--- src/rtl/width_conv_fifo_pkg.sv ---
// Shared types and width helpers for the width-converting FIFO.
package width_conv_fifo_pkg;

    typedef enum {STD, FWFT} fifo_mode_e;

    // Wide-slot pointer width: slot index plus wrap bit.
    function automatic int ptr_w(input int depth);
        return $clog2(depth) + 1;
    endfunction

    // Narrow-word count width.
    function automatic int cnt_w(input int depth, input int ratio);
        return $clog2(depth * ratio) + 1;
    endfunction

    // Width of the narrow sub-index within a wide slot (at least one bit).
    function automatic int sub_w(input int ratio);
        return (ratio > 1) ? $clog2(ratio) : 1;
    endfunction

endpackage

--- src/rtl/width_conv_fifo_if.sv ---
// Handshake and status bundle between a producer/consumer and the FIFO.
interface width_conv_fifo_if
    import width_conv_fifo_pkg::*;
#(
    parameter int RD_W     = 3,
    parameter int RATIO    = 2,
    parameter int WR_DEPTH = 16
);
    localparam int WR_W = RD_W * RATIO;
    localparam int WCW  = ptr_w(WR_DEPTH);
    localparam int RCW  = cnt_w(WR_DEPTH, RATIO);

    logic [WR_W-1:0] din;
    logic            wr_en;
    logic            rd_en;
    logic [RD_W-1:0] dout;
    logic            valid;
    logic            full;
    logic            empty;
    logic            wr_ack;
    logic            overflow;
    logic            underflow;
    logic [WCW-1:0]  wr_count;
    logic [RCW-1:0]  rd_count;

    modport master (
        output din, wr_en, rd_en,
        input  dout, valid, full, empty, wr_ack, overflow, underflow,
               wr_count, rd_count
    );

    modport slave (
        input  din, wr_en, rd_en,
        output dout, valid, full, empty, wr_ack, overflow, underflow,
               wr_count, rd_count
    );
endinterface

--- src/rtl/width_conv_fifo_ram.sv ---
// Register array: one synchronous write port, asynchronous read by wide index.
module wcf_ram #(
    parameter int DEPTH = 16,
    parameter int WIDTH = 6
) (
    input  logic                     clk,
    input  logic                     we,
    input  logic [$clog2(DEPTH)-1:0] waddr,
    input  logic [WIDTH-1:0]         wdata,
    input  logic [$clog2(DEPTH)-1:0] raddr,
    output logic [WIDTH-1:0]         rdata
);
    logic [WIDTH-1:0] mem [DEPTH];

    // Store the wide word; contents are invalidated through the pointers, not cleared.
    always_ff @(posedge clk) begin
        if (we) mem[waddr] <= wdata;
    end

    assign rdata = mem[raddr];
endmodule

--- src/rtl/width_conv_fifo.sv ---
// Wide-in / narrow-out FIFO, MSB slice first, STD or FWFT read mode.
module width_conv_fifo
    import width_conv_fifo_pkg::*;
#(
    parameter int         RD_W     = 3,
    parameter int         RATIO    = 2,
    parameter int         WR_DEPTH = 16,
    parameter fifo_mode_e MODE     = STD
) (
    input logic               clk,
    input logic               rst_n,
    width_conv_fifo_if.slave  bus
);
    localparam int WR_W = RD_W * RATIO;
    localparam int AW   = $clog2(WR_DEPTH);
    localparam int PW   = ptr_w(WR_DEPTH);
    localparam int CW   = cnt_w(WR_DEPTH, RATIO);
    localparam int SW   = sub_w(RATIO);

    // Read pointer is kept as wide index + sub-slot so RATIO need not be a power of two.
    logic [PW-1:0]   wp, rp_w, wdiff;
    logic [SW-1:0]   rp_s;
    logic [CW-1:0]   rd_cnt;
    logic            busy, full_i, empty_i, wr_ok, rd_ok;
    logic [WR_W-1:0] head;
    logic [RD_W-1:0] slice, dout_q;
    logic            valid_q, wr_ack_q, ovf_q, udf_q;

    assign wdiff   = wp - rp_w;
    assign rd_cnt  = CW'(wdiff) * CW'(RATIO) - CW'(rp_s);
    assign full_i  = (wdiff == PW'(WR_DEPTH)) | busy;
    assign empty_i = (rd_cnt == '0);
    assign wr_ok   = bus.wr_en & ~full_i;
    assign rd_ok   = bus.rd_en & ~empty_i;

    wcf_ram #(.DEPTH(WR_DEPTH), .WIDTH(WR_W)) u_ram (
        .clk   (clk),
        .we    (wr_ok),
        .waddr (wp[AW-1:0]),
        .wdata (bus.din),
        .raddr (rp_w[AW-1:0]),
        .rdata (head)
    );

    // Select the head narrow word; sub-slot 0 is the most significant slice.
    always_comb begin
        slice = '0;
        for (int i = 0; i < RATIO; i++) begin
            if (rp_s == SW'(i)) slice = head[(RATIO-1-i)*RD_W +: RD_W];
        end
    end

    // Pointers and reset-busy; busy holds full high until the first edge after release.
    always_ff @(posedge clk or negedge rst_n) begin
        if (!rst_n) begin
            wp   <= '0;
            rp_w <= '0;
            rp_s <= '0;
            busy <= 1'b1;
        end else begin
            busy <= 1'b0;
            if (wr_ok) wp <= wp + 1'b1;
            if (rd_ok) begin
                if (rp_s == SW'(RATIO-1)) begin
                    rp_s <= '0;
                    rp_w <= rp_w + 1'b1;
                end else begin
                    rp_s <= rp_s + 1'b1;
                end
            end
        end
    end

    // Registered single-cycle status pulses and the STD-mode output register.
    always_ff @(posedge clk or negedge rst_n) begin
        if (!rst_n) begin
            wr_ack_q <= 1'b0;
            ovf_q    <= 1'b0;
            udf_q    <= 1'b0;
            valid_q  <= 1'b0;
            dout_q   <= '0;
        end else begin
            wr_ack_q <= wr_ok;
            ovf_q    <= bus.wr_en & full_i;
            udf_q    <= bus.rd_en & empty_i;
            valid_q  <= rd_ok;
            if (rd_ok) dout_q <= slice;
        end
    end

    // FWFT shows the head slice directly; gated to zero when nothing is buffered.
    assign bus.dout      = (MODE == FWFT) ? (empty_i ? '0 : slice) : dout_q;
    assign bus.valid     = (MODE == FWFT) ? ~empty_i : valid_q;
    assign bus.full      = full_i;
    assign bus.empty     = empty_i;
    assign bus.wr_ack    = wr_ack_q;
    assign bus.overflow  = ovf_q;
    assign bus.underflow = udf_q;
    assign bus.wr_count  = wdiff;
    assign bus.rd_count  = rd_cnt;
endmodule
--- src/flat_wrapper.sv ---
// flat-port wrapper written by rule: the top's interface ports become plain ports
module width_conv_fifo_flat import width_conv_fifo_pkg::*;
#(
    parameter int         RD_W     = 3,
    parameter int         RATIO    = 2,
    parameter int         WR_DEPTH = 16,
    parameter fifo_mode_e MODE     = STD
)
  (clk, rst_n, bus_din, bus_wr_en, bus_rd_en, bus_dout, bus_valid, bus_full, bus_empty, bus_wr_ack, bus_overflow, bus_underflow, bus_wr_count, bus_rd_count);
  width_conv_fifo_if #(.RD_W(RD_W), .RATIO(RATIO), .WR_DEPTH(WR_DEPTH)) bus_i ();
  input logic clk;
  input logic rst_n;
  input wire logic [$bits(bus_i.din)-1:0] bus_din;
  input wire logic [$bits(bus_i.wr_en)-1:0] bus_wr_en;
  input wire logic [$bits(bus_i.rd_en)-1:0] bus_rd_en;
  output wire logic [$bits(bus_i.dout)-1:0] bus_dout;
  output wire logic [$bits(bus_i.valid)-1:0] bus_valid;
  output wire logic [$bits(bus_i.full)-1:0] bus_full;
  output wire logic [$bits(bus_i.empty)-1:0] bus_empty;
  output wire logic [$bits(bus_i.wr_ack)-1:0] bus_wr_ack;
  output wire logic [$bits(bus_i.overflow)-1:0] bus_overflow;
  output wire logic [$bits(bus_i.underflow)-1:0] bus_underflow;
  output wire logic [$bits(bus_i.wr_count)-1:0] bus_wr_count;
  output wire logic [$bits(bus_i.rd_count)-1:0] bus_rd_count;
  assign bus_i.din = bus_din;
  assign bus_i.wr_en = bus_wr_en;
  assign bus_i.rd_en = bus_rd_en;
  assign bus_dout = bus_i.dout;
  assign bus_valid = bus_i.valid;
  assign bus_full = bus_i.full;
  assign bus_empty = bus_i.empty;
  assign bus_wr_ack = bus_i.wr_ack;
  assign bus_overflow = bus_i.overflow;
  assign bus_underflow = bus_i.underflow;
  assign bus_wr_count = bus_i.wr_count;
  assign bus_rd_count = bus_i.rd_count;
  width_conv_fifo #(.RD_W(RD_W), .RATIO(RATIO), .WR_DEPTH(WR_DEPTH), .MODE(MODE)) u_core (.clk(clk), .rst_n(rst_n), .bus(bus_i));
endmodule
--- config.mk ---
export PLATFORM = sky130hd
export DESIGN_NAME = width_conv_fifo_flat
export DESIGN_NICKNAME = d
export VERILOG_FILES = /design/src/rtl/width_conv_fifo_pkg.sv /design/src/rtl/width_conv_fifo_if.sv /design/src/rtl/width_conv_fifo_ram.sv /design/src/rtl/width_conv_fifo.sv /design/src/flat_wrapper.sv
export SDC_FILE = /design/constraint.sdc
export NUM_CORES = 1
export LEC_CHECK = 0
export BUFFER_PORTS_ARGS = -buffer_cell sky130_fd_sc_hd__clkbuf_2
export CAP_MARGIN = 30
export CORE_UTILIZATION = 40
export DETAILED_ROUTE_END_ITERATION = 10
export PLACE_DENSITY = 0.67
export REMOVE_ABC_BUFFERS = 1
export SYNTH_ARGS = -nofsm -noshare
export SYNTH_HDL_FRONTEND = slang
export SYNTH_SLANG_ARGS = --single-unit
--- constraint.sdc ---
create_clock -name clk -period 6.55 [get_ports clk]
set_input_delay 0.9825 -clock clk [delete_from_list [all_inputs] [get_ports clk]]
set_output_delay 0.9825 -clock clk [all_outputs]
set_load 0.005 [all_outputs]
==> results of run 1 <==
## cells by family after synthesis
family	Yosys count
AOI/OAI and AO/OA	42
xor gates and xnor gates	15
adders and majority gates	12
buffers and inverters	22
DFF	115
muxes	53
other	1
and+or+nand+nor	57
## cell usage in the layout, fill, tap and decap left out, types with 3 or more instances in the layout
cell type and n:
edfxtp_1 96, mux2i_1 48, clkbuf_2 29, a22oi_1 24, clkbuf_16 17, dfrtp_1 17
a21oi_1 16, and3_1 14, ha_1 11, inv_1 9, xnor2_1 8, nor2_1 6
nand2_1 6, xor2_1 6, and2_1 6, nor3_1 5, nor2b_1 4, nor4_1 4
bufinv_16 4, clkinv_2 4, nand3b_1 3, nand3_1 3, mux2_4 3, clkinv_1 3
buf_4 3
## final cells by class
| class | instances | area [µm²] |
|---|---|---|
| Inverter | 9 | 33.8 |
| Clock inverter | 13 | 166 |
| Sequential cell | 115 | 3360 |
| Fill cell | 1038 | 6190 |
| Multi-Input combinational cell | 180 | 1460 |
| Timing Repair Buffer | 34 | 184 |
| Clock buffer | 18 | 429 |
| Tap cell | 147 | 184 |
## critical path, delay by kind of cell, from the launching register on
kind	cells	cell delay, ns
AND/OR/NAND/NOR	3	0.85
XOR/XNOR	1	0.17
flip-flops	1	0.41
buffers and inverters	3	0.36
adder cells (fa/ha/maj)	2	0.71
## power by group through the flow
stage	clock (W)	combinational, W	sequential, W
after global routing	0.000961	0.00117	0.000955
after CTS	0.000933	0.00106	0.000944
after floorplan	0	0.000657	0.000999
final	0.000925	0.00106	0.000945
after global placement	0	0.00103	0.000953
after detailed placement	0	0.00106	0.000957
## final timing paths
kind | depth (start not counted) | slack, ns | startpoint | end
min in group asynchronous | 1 | 0.53 | rst_n | u_core.wp[2]
setup / recovery | 9 | 2.66 | u_core.wp[0] | bus_empty
setup reg to reg | 9 | 3.32 | u_core.wp[0] | u_core.u_ram.mem[8][4]
hold reg to reg | 1 | 0.48 | u_core.wp[4] | u_core.wp[4]
max in group asynchronous | 1 | 5.67 | rst_n | u_core.rp_w[0]
hold / removal | 1 | 0.48 | u_core.wp[4] | u_core.wp[4]
## routing by layer
metal	part of all wire (%)	vias up	track usage [%]
li1	-	1297	-
met1	44	1329	20.3
met2	49	76	26.3
met3	4.5	18	4.55
met4	2.3	0	8.27
met5	0	-	0
## stage by stage
step           util (%)  hold WS (ns)  instance area (µm²)  cells  setup slack [ns]
5_1_grt            48.5         0.500                 5820    516              2.48
3_3_place_gp       43.3         0.475                 5200    482              3.20
4_1_cts            48.5         0.487                 5820    516              2.65
3_5_place_dp       43.5         0.476                 5230    485              3.10
2_1_floorplan         -         0.462                 4860    304              1.87
6_report           48.5         0.484                 5820    516              2.66
## state kept, by name (all words and copies together), names as in the netlist
| name | count |
|---|---|
| u_core.bus.wr_ack | 1 |
| u_core.rp_w | 5 |
| u_core.busy | 1 |
| u_core.bus.underflow | 1 |
| u_core.wp | 5 |
| u_core.bus.valid | 1 |
| u_core.bus.dout | 3 |
| u_core.bus.overflow | 1 |
| u_core.rp_s | 1 |
| u_core.u_ram.mem | 96 |
==> reports/metrics.cfg, run 1 <==
[status]
status=completed

[logic_synthesis]
synth.distinct_cells=35
synth_top_cell_by_area=edfxtp_1
synth_compound_area_share_pct=5.88
synth-xor-area-share_pct=2.83
ys_dominant_reg_cell=edfxtp_1
synth_top_area_share_pct=58.7
synth_fa_ha_area_share_pct=3.21
synth_most_common_cell=edfxtp_1
synth_simple_gate_area_share_pct=6.64
synthArstFlopShare_pct=16.5
post_synth_inst_count=317
synth_edf_count=96
synthMuxAreaShare_pct=11.2
seq_area_frac_synth_pct=68.4
synth_area_um2=4910
synth_top_family_by_area=multiplexers
ys_top_cells_by_count=edfxtp_1 (96), mux2i_1 (48), a22oi_1 (24), dfrtp_1 (18), a21oi_1 (16)
synth_area_per_cell_um2=15.5
yosysWarningCount=0
synthTopCellsByArea=edfxtp_1 (59%), mux2i_1 (9.8%), dfrtp_1 (9.2%)
ys_ff_latch=115

[timing]
hold_viol_final=0
layout_min_cycle_time_ns=3.89
finClkSkew_ns=0.00915
relSlewSlack_pct=40.2
clock.fmax_mhz=257
rsz0062_at_grt=no
setup_violations=0
finalSetupTns_ns=0
period_share_pct=59.4
drv_slew=0
tightest_slew_ns=0.897

[flow_run]
maxCapViolations=0

[place]
io_buffer_count=29
gp_congestion=0.834
dp.final_hpwl_um=6280

[drt]
drc=0
vias=2720
wl_per_cell_um=18.4
vias_per_cell=5.27
firstDrtPassIters=4
drt_iter0_markers=185
antenna_left=0
wl_um=9510

[floorplanning]
die-width_um=113
start_util_pct=40.9
die_h_um=113
std_cell_rows=40
io_pins=30
design.core.area_um2=12000
dieArea_um2=12700

[pwr]
switching_share_pct=33.3
cellLeakagePower_nw=2.28
seqPwrFrac_pct=32.2
clock_power_share_pct=31.5
p_per_area_nw_per_um2=504
intPower_w=0.00196
total_power_w=0.00293
vdd_drop_max_uv=503
p_switching_w=0.000977
comb_power_share_pct=36.2

[worst_setup_path]
cpMostUsedCell=inv_1
setup.worst_path.start_class=flop
crit_type=flop to output port
cp_cell_sequence=inv_1 > ha_1 > inv_1 > fa_1 > nand3b_1 > xnor2_1 > or3b_4 > nor3_1 > clkbuf_2
slowest_delay_ns=0.53
worst_path_max_delay_cell=fa_1
end_kind=output port
required_ns=5.57
worstPathArrival_ns=2.91
critPathMaxFanout=5

[clock_tree]
postCtsHoldBufs=0
clockBufferDepth=2
htreeDepth=4
root_buffer=clkbuf_16
post_cts_buffers=0
clk_pin_slew_ns=0.05
numCtsBuffers=17
clk_latency_ns=0.41
post_cts_resized=0
cts_tree=yes
cts_sinks=115

[grt]
grt_overflow=0
grt_max_degree=52
grt_use_total_pct=16.3
antenna_found_initial=0
grt_pass1_wl_um=15000
grt_pass1_vias=2761

[final_layout]
final_nets=379
drive_gt1_share_pct=20.1
area_growth_pct=18.5
n_antenna_cell=0

[min_path]
hp-class=flop to flop

(Power assumes the default switching activity.)
==> run 2, diff against run 1 <==
PLACE_DENSITY = 0.69   (was 0.67)
clock period = 3.5 ns   (was 6.55 ns; I/O delays follow)
==> run 2 against run 1 <==
Against the previous run: critical path type unchanged; highest routed layer unchanged; cell count grew 0.19%; critical path depth is the same; clock skew shrank 0.0012 ns.
==> reports/metrics.cfg, run 2 (same netlist as run 1, synthesis figures left out) <==
[drt]
drt_iter0_markers=241
wl_um=9740
drc=0
firstDrtPassIters=5
antenna_left=0
wl_per_cell_um=18.8
vias=2796
vias_per_cell=5.41

[final_layout]
area_growth_pct=19.8
n_antenna_cell=0
largest_register_ff_count=96
drive_gt1_share_pct=21.6
fin_area_um2=5890
final_nets=379
fillers=999
largest_registers=u_core.u_ram.mem: 96 flops, u_core.rp_w: 5 flops, u_core.wp: 5 flops
final_common_cell=edfxtp_1
largest-register=u_core.u_ram.mem
layout_common_cells=edfxtp_1 (96), mux2i_1 (48), clkbuf_2 (29)

[timing]
whs_ns=0.0713
finClkSkew_ns=0.00792
hold_viol_final=0
finalSetupTns_ns=0
relSlewSlack_pct=38.6
tightest_slew_ns=0.918
clock.fmax_mhz=299
setup_violations=0
drv_slew=0
layout_min_cycle_time_ns=3.34
period_share_pct=95.5
rsz0062_at_grt=no

[grt]
grt_pass1_wl_um=15300
grt_overflow=0
grt_pass1_vias=2796
antenna_found_initial=0
grt_use_total_pct=16.6
grt_max_degree=52

[floorplanning]
std_cell_rows=40
design.core.area_um2=12000
die_h_um=113
die-width_um=113
io_pins=30
start_util_pct=40.9
dieArea_um2=12700

[flow_run]
maxCapViolations=0

[clock_tree]
root_buffer=clkbuf_16
cts_tree=yes
clk_pin_slew_ns=0.05
postCtsHoldBufs=0
clk_latency_ns=0.41
numCtsBuffers=17
clockBufferDepth=2
htreeDepth=4
cts_sinks=115

[worst_setup_path]
critPathMaxFanout=5
end_kind=output port
r2r_slack_ns=0.61
setup.worst_path.start_class=flop
cp_cell_sequence=inv_1 > ha_1 > inv_1 > fa_1 > nand3b_1 > xnor2_1 > or3b_4 > nor3_2 > clkbuf_2
cpMostUsedCell=inv_1
required_ns=2.97
slowest_delay_ns=0.52
crit_type=flop to output port
worst_path_max_delay_cell=fa_1
worstPathArrival_ns=2.82

[place]
place_area_um2=5230
gp_congestion=0.804
io_buffer_count=29
dp.final_hpwl_um=6310

[pwr]
vdd_drop_max_uv=950
cellLeakagePower_nw=2.32
p_per_area_nw_per_um2=946
total_power_w=0.00557

[status]
status=completed

[min_path]
hp-class=primary input to asynchronous set/reset pin

[run 2: final cells by class]
type	instances	area, µm²	share of cell area, %
Clock inverter	8	77.6	1.32
Tap cell	147	184	3.12
Multi-Input combinational cell	180	1470	25.0
Clock buffer	24	578	9.82
Sequential cell	115	3360	57.1
Inverter	9	33.8	0.574
Timing Repair Buffer	34	183	3.10
[run 2: stage by stage]
stage                     cells  utilization [%]  setup WS, ns
after floorplan             304                -        -0.720
after global placement      485             43.5         0.612
after global routing        517             49.0       0.00412
after detailed placement    485             43.5         0.526
after CTS                   517             49.0        0.0870
final                       517             49.0         0.158
[run 2: final timing paths]
check,start,end,cells after the start
worst max-delay path,u_core.wp[0],bus_empty,9
worst min-delay path,rst_n,u_core.bus.underflow,1
worst max register to register,u_core.wp[0],u_core.bus.dout[2],9
worst min register to register,u_core.rp_w[4],u_core.rp_w[4],1
max in group asynchronous,rst_n,u_core.rp_w[0],1
min in group clk,bus_wr_en,u_core.bus.overflow,2
[run 2: timing repair]
action	4_1_cts	5_1_grt
gates resized for setup	0	1
setup buffers	0	0
setup endpoints to repair	0	1
[run 2: power by group]
part	switching, W	total, W	internal, W	leakage, nW
Clock	0.000602	0.00183	0.00123	0.325
Combinational	0.00113	0.00197	0.000837	0.907
Sequential	0.000131	0.00177	0.00164	1.09
[run 2: critical path, delay by kind of cell (launching register included)]
family / cells / cell delay (ns)
AND/OR/NAND/NOR: 3 / 0.79
adder cells (fa/ha/maj): 2 / 0.70
flip-flops: 1 / 0.40
buffers and inverters: 3 / 0.34
XOR/XNOR: 1 / 0.18
[run 2: metal layers]
metal	vias to the layer above	GRT usage [%]	share of wire (%)	routed length, µm
met1	1400	20.6	45	4370
met2	87	27.4	49	4790
met4	0	7.38	1.8	179
met5	-	0	0	0
met3	16	4.23	4.1	396
li1	1293	-	-	-
